===== src/rtl/hwag_cfg_seq.sv =====
// hwag_cfg_seq: replays an (addr, data) init table into the hwag ssram register port, then arbitrates host accesses.
// Optional readback check of every boot write: define HWAG_CFG_VERIFY_EN.
module hwag_cfg_seq #(
    parameter int AW     = 8,
    parameter int DW     = 16,
    parameter int TBL_AW = 6,
    parameter int RD_LAT = 1
) (
    input  logic              clk,
    input  logic              rst,
    input  logic              start,
    input  logic              auto_start,
    output logic [TBL_AW-1:0] tbl_idx,
    input  logic [AW-1:0]     tbl_addr,
    input  logic [DW-1:0]     tbl_data,
    input  logic              tbl_last,
    input  logic              host_req,
    input  logic              host_we,
    input  logic [AW-1:0]     host_addr,
    input  logic [DW-1:0]     host_wdata,
    output logic              host_ack,
    output logic [DW-1:0]     host_rdata,
    output logic              ssram_we,
    output logic              ssram_re,
    output logic [AW-1:0]     ssram_addr,
    output logic [DW-1:0]     ssram_wdata,
    output logic              ssram_oe,
    input  logic [DW-1:0]     ssram_rdata,
    output logic              busy,
    output logic              done,
    output logic              err
);

    typedef enum logic [2:0] {
        IDLE, BOOT_WR, BOOT_NEXT, BOOT_RD, BOOT_CMP, READY, H_WR, H_RD
    } state_t;

    localparam logic [2:0] RD_LAST = 3'(RD_LAT);
    localparam logic [2:0] RD_ACK  = 3'(RD_LAT + 1);

    state_t     state, state_nxt;
    logic [2:0] cnt;
    logic       first_cyc;
    logic       boot_go;
    logic       tbl_end;

    // The arm flag is auto_start as seen on the first clock after reset.
    assign boot_go = (state == IDLE) ? (start | (first_cyc & auto_start)) : start;
    assign tbl_end = tbl_last | (&tbl_idx);

    always_comb begin
        state_nxt = state;
        case (state)
            IDLE:      if (boot_go) state_nxt = BOOT_WR;
`ifdef HWAG_CFG_VERIFY_EN
            BOOT_WR:   state_nxt = BOOT_RD;
            BOOT_RD:   if (cnt == RD_LAST) state_nxt = BOOT_CMP;
            BOOT_CMP:  state_nxt = (ssram_rdata != tbl_data) ? IDLE : BOOT_NEXT;
`else
            BOOT_WR:   state_nxt = BOOT_NEXT;
`endif
            BOOT_NEXT: state_nxt = tbl_end ? READY : BOOT_WR;
            READY: begin
                if (boot_go)
                    state_nxt = BOOT_WR;
                else if (host_req)
                    state_nxt = host_we ? H_WR : H_RD;
            end
            H_WR:      state_nxt = READY;
            H_RD:      if (cnt == RD_ACK) state_nxt = READY;
            default:   state_nxt = IDLE;
        endcase
    end

    always_ff @(posedge clk or posedge rst) begin
        if (rst) begin
            state      <= IDLE;
            cnt        <= '0;
            first_cyc  <= 1'b1;
            tbl_idx    <= '0;
            busy       <= 1'b0;
            done       <= 1'b0;
            host_rdata <= '0;
`ifdef HWAG_CFG_VERIFY_EN
            err        <= 1'b0;
`endif
        end else begin
            state     <= state_nxt;
            first_cyc <= 1'b0;
            cnt       <= (state_nxt == state) ? cnt + 3'd1 : 3'd0;

            if ((state == IDLE || state == READY) && state_nxt == BOOT_WR) begin
                busy    <= 1'b1;
                done    <= 1'b0;
                tbl_idx <= '0;
`ifdef HWAG_CFG_VERIFY_EN
                err     <= 1'b0;
`endif
            end

            if (state == BOOT_NEXT) begin
                if (tbl_end) begin
                    busy <= 1'b0;
                    done <= 1'b1;
                end else begin
                    tbl_idx <= tbl_idx + TBL_AW'(1);
                end
            end

`ifdef HWAG_CFG_VERIFY_EN
            // Failed readback parks in IDLE with the arm flag gone; only start recovers.
            if (state == BOOT_CMP && state_nxt == IDLE) begin
                err  <= 1'b1;
                busy <= 1'b0;
                done <= 1'b0;
            end
`endif

            if (state == H_RD && cnt == RD_LAST)
                host_rdata <= ssram_rdata;
        end
    end

`ifndef HWAG_CFG_VERIFY_EN
    assign err = 1'b0;
`endif

    // Strobes decode straight from state so an async reset drops them at once.
    always_comb begin
        ssram_we    = 1'b0;
        ssram_re    = 1'b0;
        ssram_oe    = 1'b0;
        ssram_addr  = '0;
        ssram_wdata = '0;
        host_ack    = 1'b0;
        case (state)
            BOOT_WR: begin
                ssram_we    = 1'b1;
                ssram_oe    = 1'b1;
                ssram_addr  = tbl_addr;
                ssram_wdata = tbl_data;
            end
`ifdef HWAG_CFG_VERIFY_EN
            BOOT_RD: begin
                ssram_addr = tbl_addr;
                ssram_re   = (cnt == 3'd1);
            end
            BOOT_CMP: ssram_addr = tbl_addr;
`endif
            H_WR: begin
                ssram_we    = 1'b1;
                ssram_oe    = 1'b1;
                ssram_addr  = host_addr;
                ssram_wdata = host_wdata;
                host_ack    = 1'b1;
            end
            H_RD: begin
                ssram_addr = host_addr;
                ssram_re   = (cnt == 3'd0);
                host_ack   = (cnt == RD_ACK);
            end
            default: ;
        endcase
    end

endmodule

===== config.mk =====
export PLATFORM = sky130hd
export DESIGN_NAME = hwag_cfg_seq
export DESIGN_NICKNAME = d
export VERILOG_FILES = /design/src/rtl/hwag_cfg_seq.sv
export SDC_FILE = /design/constraint.sdc
export NUM_CORES = 1
export LEC_CHECK = 0
export BUFFER_PORTS_ARGS = -buffer_cell sky130_fd_sc_hd__buf_4
export CAP_MARGIN = 20
export CORE_ASPECT_RATIO = 1.75
export CORE_MARGIN = 5
export CORE_UTILIZATION = 34
export CTS_CLUSTER_DIAMETER = 80
export CTS_CLUSTER_SIZE = 12
export DETAILED_ROUTE_END_ITERATION = 10
export PLACE_DENSITY = 0.68
export SYNTH_ARGS = -nofsm -noshare
export SYNTH_HDL_FRONTEND = slang
export SYNTH_SLANG_ARGS = --single-unit

===== constraint.sdc =====
create_clock -name clk -period 2.66 [get_ports clk]
set_input_delay 0 -clock clk [delete_from_list [all_inputs] [get_ports clk]]
set_output_delay 0 -clock clk [all_outputs]
set_load 0.01 [all_outputs]

==> impl_metrics.yaml, run 1 <==
global_route:
  grt_pass1_vias: 1882
  antenna_found_initial: 0
  grt_pass1_wl_um: 9030
  overflow: 0
  grt_usage: 0.167
  grt_max_degree: 32
placed_design:
  portBuffers: 122
  placed_cell_area_sq_um: 2750
  dp.cells: 328
  dp_hpwl_um: 4370
  gp_congestion: 0.741
  dp_slack_ps: 734
timing:
  setup_viol: 0
  finClkSkew_ps: 11.1
  report.final.slew_viol_count: 0
  period_minus_slack_ps: 2180
  rsz0062_at_grt: "false"
  finalHoldViolations: 0
  setup_tns_ps: 0
  setup_ws_ps: 479
  max_freq_mhz: 459
  period_share: 0.820
worst_setup_path:
  critical_path.cell_chain: "nor2b_1 -> and2_1 -> buf_4 -> a22o_1 -> buf_4"
  worstSetupPathType: "reg2out"
  path_common_cell: "buf_4"
  cp-start-kind: "flip-flop"
  cp-end-kind: "output port"
  cpLargestDelayFamily: "simple AND/OR/NAND/NOR gates"
  cp.arrival_ps: 2180
  slowest_stage: "dfrtp_1"
  path_buf_inv: 2
  slowest_delay_ps: 650
  worstPathMaxFanout: 16
  required_ps: 2660
synth:
  synthFlopType: "dfrtp_1"
  ys_async_sr_fraction: 1.00
  yosysSeqAreaShare: 0.428
  synthCells: 158
  syn_area_per_cell_sq_um: 11.5
  syn-cell-area_sq_um: 1820
  synth_cell_type_count: 41
  ys_warn_count: 0
  synth_edf_count: 0
  yosys_register_bits: 31
final_layout:
  diodes: 0
  final_cells: 353
  syn_to_final_growth_pct: 67.2
  postLayoutCoreUtil: 0.582
  stdcell_area_sq_um: 3040
  nNetsFinal: 373
  multiInputGateArea_sq_um: 946
  fillers: 494
  drive_gt1_frac: 0.527
  seq_area_sq_um: 777
floorplanning:
  core-area_sq_um: 5210
  start_util: 0.348
  die-area_sq_um: 6960
  die_h_um: 107
  rows: 35
  die_w_um: 65.2
  boundaryPins: 124
route:
  drt-pass1-iter-count: 4
  antenna_left: 0
  drc: 0
  drt_wl_total_um: 5700
  vias_per_cell: 5.16
  avgRoutedWirePerCell_um: 16.2
  vias: 1820
  drt_iter0_drc: 31
clock_tree:
  cts_tree: "built"
  cts_buffers: 5
  postCtsSetupBuffers: 0
  cts.sinks: 31
  cts.path.max_buffers: 2
  clk_latency_ps: 290
  root_buffer: "clkbuf_8"
  htreeDepth: 2
  path_clk_slew_ps: 60
  ctsResizeCount: 0
power_and_ir_drop:
  p_leak_uw: 0.00156
  ir_drop_mv: 0.464
  power_density_nw_per_um2: 883
job:
  maxCapViolations: 0
outcome:
  status: "finished clean"
hold_path:
  hp-class: "in2reg"
==> where the power goes <==
part           leakage (uW)  switching [uW]  total, uW  internal [uW]
registers          0.000382             176        811            635
logic               0.00112             595       1410            811
clock network     0.0000581             184        463            279
==> repair_timing <==
| action | 4_1_cts | 5_1_grt |
|---|---|---|
| endpoints found under the setup margin | 0 | 0 |
| endpoints found under the hold margin | 46 | 0 |
| hold buffers | 17 | 0 |
==> cells by family (layout without fill, tap and decap cells) <==
logic type / count (synthesis) / in the layout / share of synthesized area
AO/OA/AOI/OAI: 46 / 46 / 0.205
XOR/XNOR: 3 / 3 / 0.0145
adder cells (fa/ha/maj): 5 / 5 / 0.0345
buffers and inverters: 17 / 156 / 0.0531
flip-flops: 31 / 31 / 0.428
multiplexers: 17 / 17 / 0.126
other: 1 / 2 / 0.00207
AND/OR/NAND/NOR: 38 / 38 / 0.136
==> state kept, by name, indices dropped and copies added (netlist names) <==
name,flops
busy,1
cnt,3
done,1
first_cyc,1
host_rdata,16
state,3
tbl_idx,6
==> worst reg2reg max path: stages (launching register included) <==
cell and delay [ps]:
dfrtp_1 590, and2_1 480, nand3_4 340, mux2_4 390
==> routing by layer <==
| layer | share of wire | up-vias | GRT usage | wire length (um) |
|---|---|---|---|---|
| met5 | 0 | - | 0 | 0 |
| met4 | 0.019 | 0 | 0.0623 | 111 |
| li1 | - | 861 | - | - |
| met2 | 0.50 | 106 | 0.297 | 2850 |
| met1 | 0.35 | 842 | 0.174 | 2020 |
| met3 | 0.13 | 11 | 0.0629 | 720 |
==> synth_stat cells (3+ instances only) <==
library cell / count / area (sq um)
nand2_1: 4 / 15.0
a22o_1: 27 / 236
buf_2: 5 / 25.0
mux2_2: 7 / 78.8
nor3_1: 4 / 20.0
dfrtp_1: 30 / 751
mux2_4: 10 / 150
nor2b_1: 3 / 18.8
buf_4: 3 / 22.5
inv_1: 6 / 22.5
nor3b_1: 3 / 22.5
a21oi_1: 3 / 15.0
ha_1: 5 / 62.6
o21ai_0: 5 / 25.0
and3_1: 3 / 18.8
nor2_1: 6 / 22.5
==> placed cells by master, fill, tap and decap left out, drive strengths merged, types with 2 or more instances in the layout <==
master       count
a211o            2
a21o             2
a21oi            3
a22o            27
a31oi            2
and2             2
and3             3
buf            125
clkbuf           5
clkinv           2
conb             2
dfrtp           30
dlygate4sd3     17
ha               5
inv              6
mux2            17
nand2            4
nand2b           2
nand3            3
nor2             6
nor2b            3
nor3             4
nor3b            3
o21ai            5
or2              2
xnor2            2
==> metrics by stage <==
step	total power (uW)	hold WS, ps
finish	2680	68.8
global route	2870	83.3
CTS	2720	63.7
detailed placement	2220	113
global placement	2210	110
floorplan	1590	103
==> final timing paths <==
check                                  to  slack, ps     start  cells after the start
setup / recovery           ssram_wdata[6]        480  state[0]                      5
hold / removal                   state[2]         70  tbl_last                      3
setup reg to reg            host_rdata[0]        760  state[2]                      3
hold reg to reg                    cnt[0]        510    cnt[0]                      1
max in group asynchronous       first_cyc       1980       rst                      4
min in group asynchronous            busy        360       rst                      4
==> layout make-up <==
type	instances	share of cell area
clock inverters	3	0.0144
multi-input cells	111	0.312
repair buffers	142	0.365
clock buffers	5	0.0227
inverters	6	0.00742
flip-flops and latches	31	0.256
well taps	55	0.0227
(Power assumes the default switching activity.)
==> inputs of run 2 (changes only) <==
- PLACE_DENSITY: 0.68 -> 0.7
- clock period: 2.66 -> 1.9 ns (I/O delays scaled with it)
==> impl_metrics.yaml, run 2 (synthesis results as in run 1) <==
outcome:
  status: "finished clean"
final_layout:
  syn_to_final_growth_pct: 66.9
  final_common_cell: "buf_4"
  diodes: 0
  largestRegisters: "host_rdata x16, tbl_idx x6"
  largest_register_ff_count: 16
  nNetsFinal: 374
  final_cell_mix: "125 x buf_4, 28 x dfrtp_1, 27 x a22o_1"
  drive_gt1_frac: 0.532
  top_register: "host_rdata"
timing:
  rsz0062_at_grt: "false"
  max_freq_mhz: 562
  period_minus_slack_ps: 1780
  finalHoldViolations: 0
  finClkSkew_ps: 10.5
  setup_viol: 0
  setup_ws_ps: 121
  hold_slack_ps: 63.7
  setup_tns_ps: 0
  report.final.slew_viol_count: 0
  period_share: 0.936
clock_tree:
  clk_latency_ps: 280
  cts.path.max_buffers: 2
  root_buffer: "clkbuf_8"
  htreeDepth: 2
  cts.sinks: 31
  cts_buffers: 5
  cts_tree: "built"
  path_clk_slew_ps: 60
worst_setup_path:
  cp-start-kind: "flip-flop"
  reg2reg_from: "state[1]"
  reg2regPathDepth: 3
  regToRegEndpoint: "host_rdata[13]"
  cp.arrival_ps: 1780
  reg2reg_slack_ps: 290
  required_ps: 1900
  cp-end-kind: "output port"
  worstSetupPathType: "reg2out"
  worstPathMaxFanout: 25
floorplanning:
  boundaryPins: 124
  core-area_sq_um: 5210
  start_util: 0.348
  rows: 35
  die_w_um: 65.2
  die_h_um: 107
  die-area_sq_um: 6960
power_and_ir_drop:
  p_int_uw: 2330
  sw_frac_of_total: 0.367
  switching_power_uw: 1350
  finalPower_uw: 3680
  p_leak_uw: 0.00155
  p_comb_frac: 0.553
  power_density_nw_per_um2: 1210
  p_clk_frac: 0.137
  ir_drop_mv: 0.779
  seqPwrFrac: 0.310
global_route:
  overflow: 0
  antenna_found_initial: 0
  grt_max_degree: 32
  grt_pass1_wl_um: 9220
  grt_pass1_vias: 1879
  grt_usage: 0.171
route:
  antenna_left: 0
  drc: 0
  avgRoutedWirePerCell_um: 16.9
  drt_wl_total_um: 5970
  vias_per_cell: 5.21
  vias: 1845
  drt-pass1-iter-count: 4
  drt_iter0_drc: 67
placed_design:
  dp_slack_ps: 217
  gp_congestion: 0.764
  dp_hpwl_um: 4520
  portBuffers: 122
job:
  maxCapViolations: 0
hold_path:
  hold_end: "state[2]"
  hold_depth: 3
  hp-class: "in2reg"
  min_from: "tbl_last"
run 2: how the worst max path moves through the flow:
| stage | startpoint | to | slack (ps) | depth (start not counted) |
|---|---|---|---|---|
| 2_1_floorplan | state[2] | tbl_idx[2] | 440 | 5 |
| 3_3_place_gp | state[0] | tbl_idx[5] | 260 | 4 |
| 6_report | state[0] | ssram_we | 120 | 5 |
| 4_1_cts | state[0] | ssram_we | 3 | 5 |
| 3_5_place_dp | state[0] | tbl_idx[5] | 220 | 4 |
| 5_1_grt | state[0] | ssram_we | 20 | 5 |
run 2: repair_timing:
| action | CTS | global route |
|---|---|---|
| buffers inserted | 0 | 0 |
| setup endpoints to repair | 0 | 26 |
| hold buffers | 17 | 0 |
| endpoints found under the hold margin | 46 | 0 |
| gates resized for setup | 0 | 2 |
run 2: per-layer routing:
layer  vias to the layer above  track usage  share of wire
li1                        860            -              -
met3                        11       0.0577           0.13
met4                         0       0.0608          0.022
met1                       859        0.179           0.35
met2                       115        0.309           0.50
met5                         -            0              0
run 2: final cells by class:
class / count / area, sq um
inverters: 6 / 22.5
well taps: 55 / 68.8
multi-input cells: 111 / 946
flip-flops and latches: 31 / 779
fillers: 485 / 2180
clock buffers: 6 / 72.6
repair buffers: 143 / 1130
clock inverters: 2 / 12.5
run 2: critical path, cell delays in order (launching register included):
cell and delay (ps):
dfrtp_2 510, nor2b_1 190, and2_1 190, buf_12 160, or2_2 300, buf_4 150
run 2: power by group through the flow:
stage / Sequential [uW] / Clock [uW] / Combinational (uW)
final: 1140 / 502 / 2040
after global routing: 1190 / 544 / 2210
after CTS: 1130 / 518 / 2060
after detailed placement: 1130 / 0 / 2030
after global placement: 1130 / 0 / 2000
after floorplan: 1130 / 0 / 1090
run 2: through the flow:
stage	cell area, sq um	cells	util
global placement	2770	329	0.532
floorplan	1820	159	-
global route	3030	354	0.582
finish	3030	354	0.582
CTS	3030	354	0.581
detailed placement	2770	329	0.532
==> inputs of run 3 (changes only) <==
- clock period: 1.9 -> 1.5 ns (I/O delays scaled with it)
==> impl_metrics.yaml, run 3 (synthesis results as in run 1) <==
outcome:
  status: "finished, violations left"
  violations: "negative setup slack"
floorplanning:
  start_util: 0.348
  die-area_sq_um: 6960
  die_h_um: 107
  boundaryPins: 124
  core-area_sq_um: 5210
  rows: 35
  die_w_um: 65.2
worst_setup_path:
  cp.arrival_ps: 1530
  reg2regPathDepth: 5
  critical_path.cell_chain: "nor2b_4 -> and2_4 -> buf_16 -> a22o_1 -> buf_6"
  worstSetupPathType: "reg2out"
  worstPathMaxFanout: 12
  cp-end-kind: "output port"
  required_ps: 1500
  slowest_delay_ps: 480
  cp-start-kind: "flip-flop"
  slowest_stage: "dfrtp_2"
final_layout:
  postLayoutCoreUtil: 0.674
  top_register: "host_rdata"
  final_cell_mix: "123 x buf_4, 27 x a22o_1, 27 x dfrtp_1"
  syn_to_final_growth_pct: 93.4
  drive_gt1_frac: 0.624
  diodes: 0
  nNetsFinal: 402
  largest_register_ff_count: 16
  final_common_cell: "buf_4"
  largestRegisters: "host_rdata x16, tbl_idx x6"
  stdcell_area_sq_um: 3510
  fillers: 396
global_route:
  grt_usage: 0.182
  overflow: 0
  grt_max_degree: 18
  antenna_found_initial: 0
  grt_pass1_wl_um: 9870
  grt_pass1_vias: 2021
timing:
  period_share: 1.02
  max_freq_mhz: 655
  period_minus_slack_ps: 1530
  setup_viol: 10
  report.final.slew_viol_count: 0
  finClkSkew_ps: 4.58
  setup_ws_ps: -27.7
  rsz0062_at_grt: "true"
  finalHoldViolations: 0
route:
  vias_per_cell: 5.13
  avgRoutedWirePerCell_um: 17.0
  drt-pass1-iter-count: 4
  drc: 0
  drt_iter0_drc: 53
  drt_wl_total_um: 6500
  vias: 1958
  antenna_left: 0
placed_design:
  portBuffers: 122
  gp_congestion: 0.771
  placed_cell_area_sq_um: 2890
  dp_hpwl_um: 4670
hold_path:
  hp-class: "in2reg"
  hold_depth: 3
clock_tree:
  cts_buffers: 5
  path_clk_slew_ps: 70
  root_buffer: "clkbuf_8"
  htreeDepth: 2
  cts_tree: "built"
  cts.sinks: 31
  cts.path.max_buffers: 2
  clk_latency_ps: 280
power_and_ir_drop:
  p_leak_uw: 0.00177
  power_density_nw_per_um2: 1620
  ir_drop_mv: 1.04
job:
  maxCapViolations: 0
-- run 3: cell types whose count changed in the layout (fill, tap and decap cells not counted), moves of 3 or more --
cell	change
buf_12	+3
nor3_1	-3
buf_6	+25
nor3_2	+3
-- run 3: worst paths after layout --
| check | from | end | slack (ps) |
|---|---|---|---|
| max in group asynchronous | rst | first_cyc | 940 |
| setup / recovery | state[2] | ssram_addr[5] | -30 |
| setup reg to reg | state[2] | tbl_idx[0] | -30 |
| min in group asynchronous | rst | host_rdata[13] | 320 |
| hold reg to reg | busy | busy | 510 |
| hold / removal | tbl_last | state[2] | 60 |
-- run 3: timing repair --
action	4_1_cts	5_1_grt
resized for setup	42	14
endpoints found under the hold margin	47	0
buffers inserted	7	5
pin swaps	17	18
endpoints found under the setup margin	49	45
hold buffers	17	0
cloned	2	0
-- run 3: power by group --
| group | switching, uW | leakage (uW) | internal, uW |
|---|---|---|---|
| clock network | 317 | 0.0000412 | 324 |
| logic | 1490 | 0.00135 | 2210 |
| registers | 222 | 0.000378 | 1140 |
| total | 2030 | 0.00177 | 3670 |
-- run 3: metrics by stage --
| stage | hold WS [ps] | cells | worst slack [ps] | power (uW) | setup TNS, ps |
|---|---|---|---|---|---|
| 2_1_floorplan | 103 | 159 | 40.9 | 2820 | 0 |
| 3_3_place_gp | 43.6 | 343 | -45.8 | 4140 | -595 |
| 3_5_place_dp | 53.8 | 343 | -66.1 | 4180 | -888 |
| 4_1_cts | 49.0 | 377 | -23.8 | 5600 | -159 |
| 5_1_grt | 91.5 | 382 | -85.5 | 6010 | -1410 |
| 6_report | 55.7 | 382 | -27.7 | 5690 | -172 |
-- run 3: critical path, delay by kind of cell (launching register included) --
family	cells	cell delay (ps)
DFF	1	480
AOI/OAI and AO/OA	1	160
buffers and inverters	2	250
and+or+nand+nor	2	340
-- run 3: area by class of cell --
cell class / instances / area [sq um] / share of cell area
clock inverter: 2 / 12.5 / 0.00356
inverter: 6 / 22.5 / 0.00641
clock buffer: 6 / 72.6 / 0.0207
tap: 55 / 68.8 / 0.0196
multi-input combinational: 111 / 1040 / 0.297
sequential: 31 / 781 / 0.222
timing repair buffer: 171 / 1510 / 0.430
-- run 3: per-layer routing --
layer | up-vias | wire length [um] | track usage | part of all wire
li1 | 917 | - | - | -
met1 | 921 | 2180 | 0.176 | 0.34
met2 | 111 | 3470 | 0.352 | 0.53
met3 | 9 | 745 | 0.0577 | 0.11
met4 | 0 | 102 | 0.0534 | 0.016
met5 | - | 0 | 0 | 0
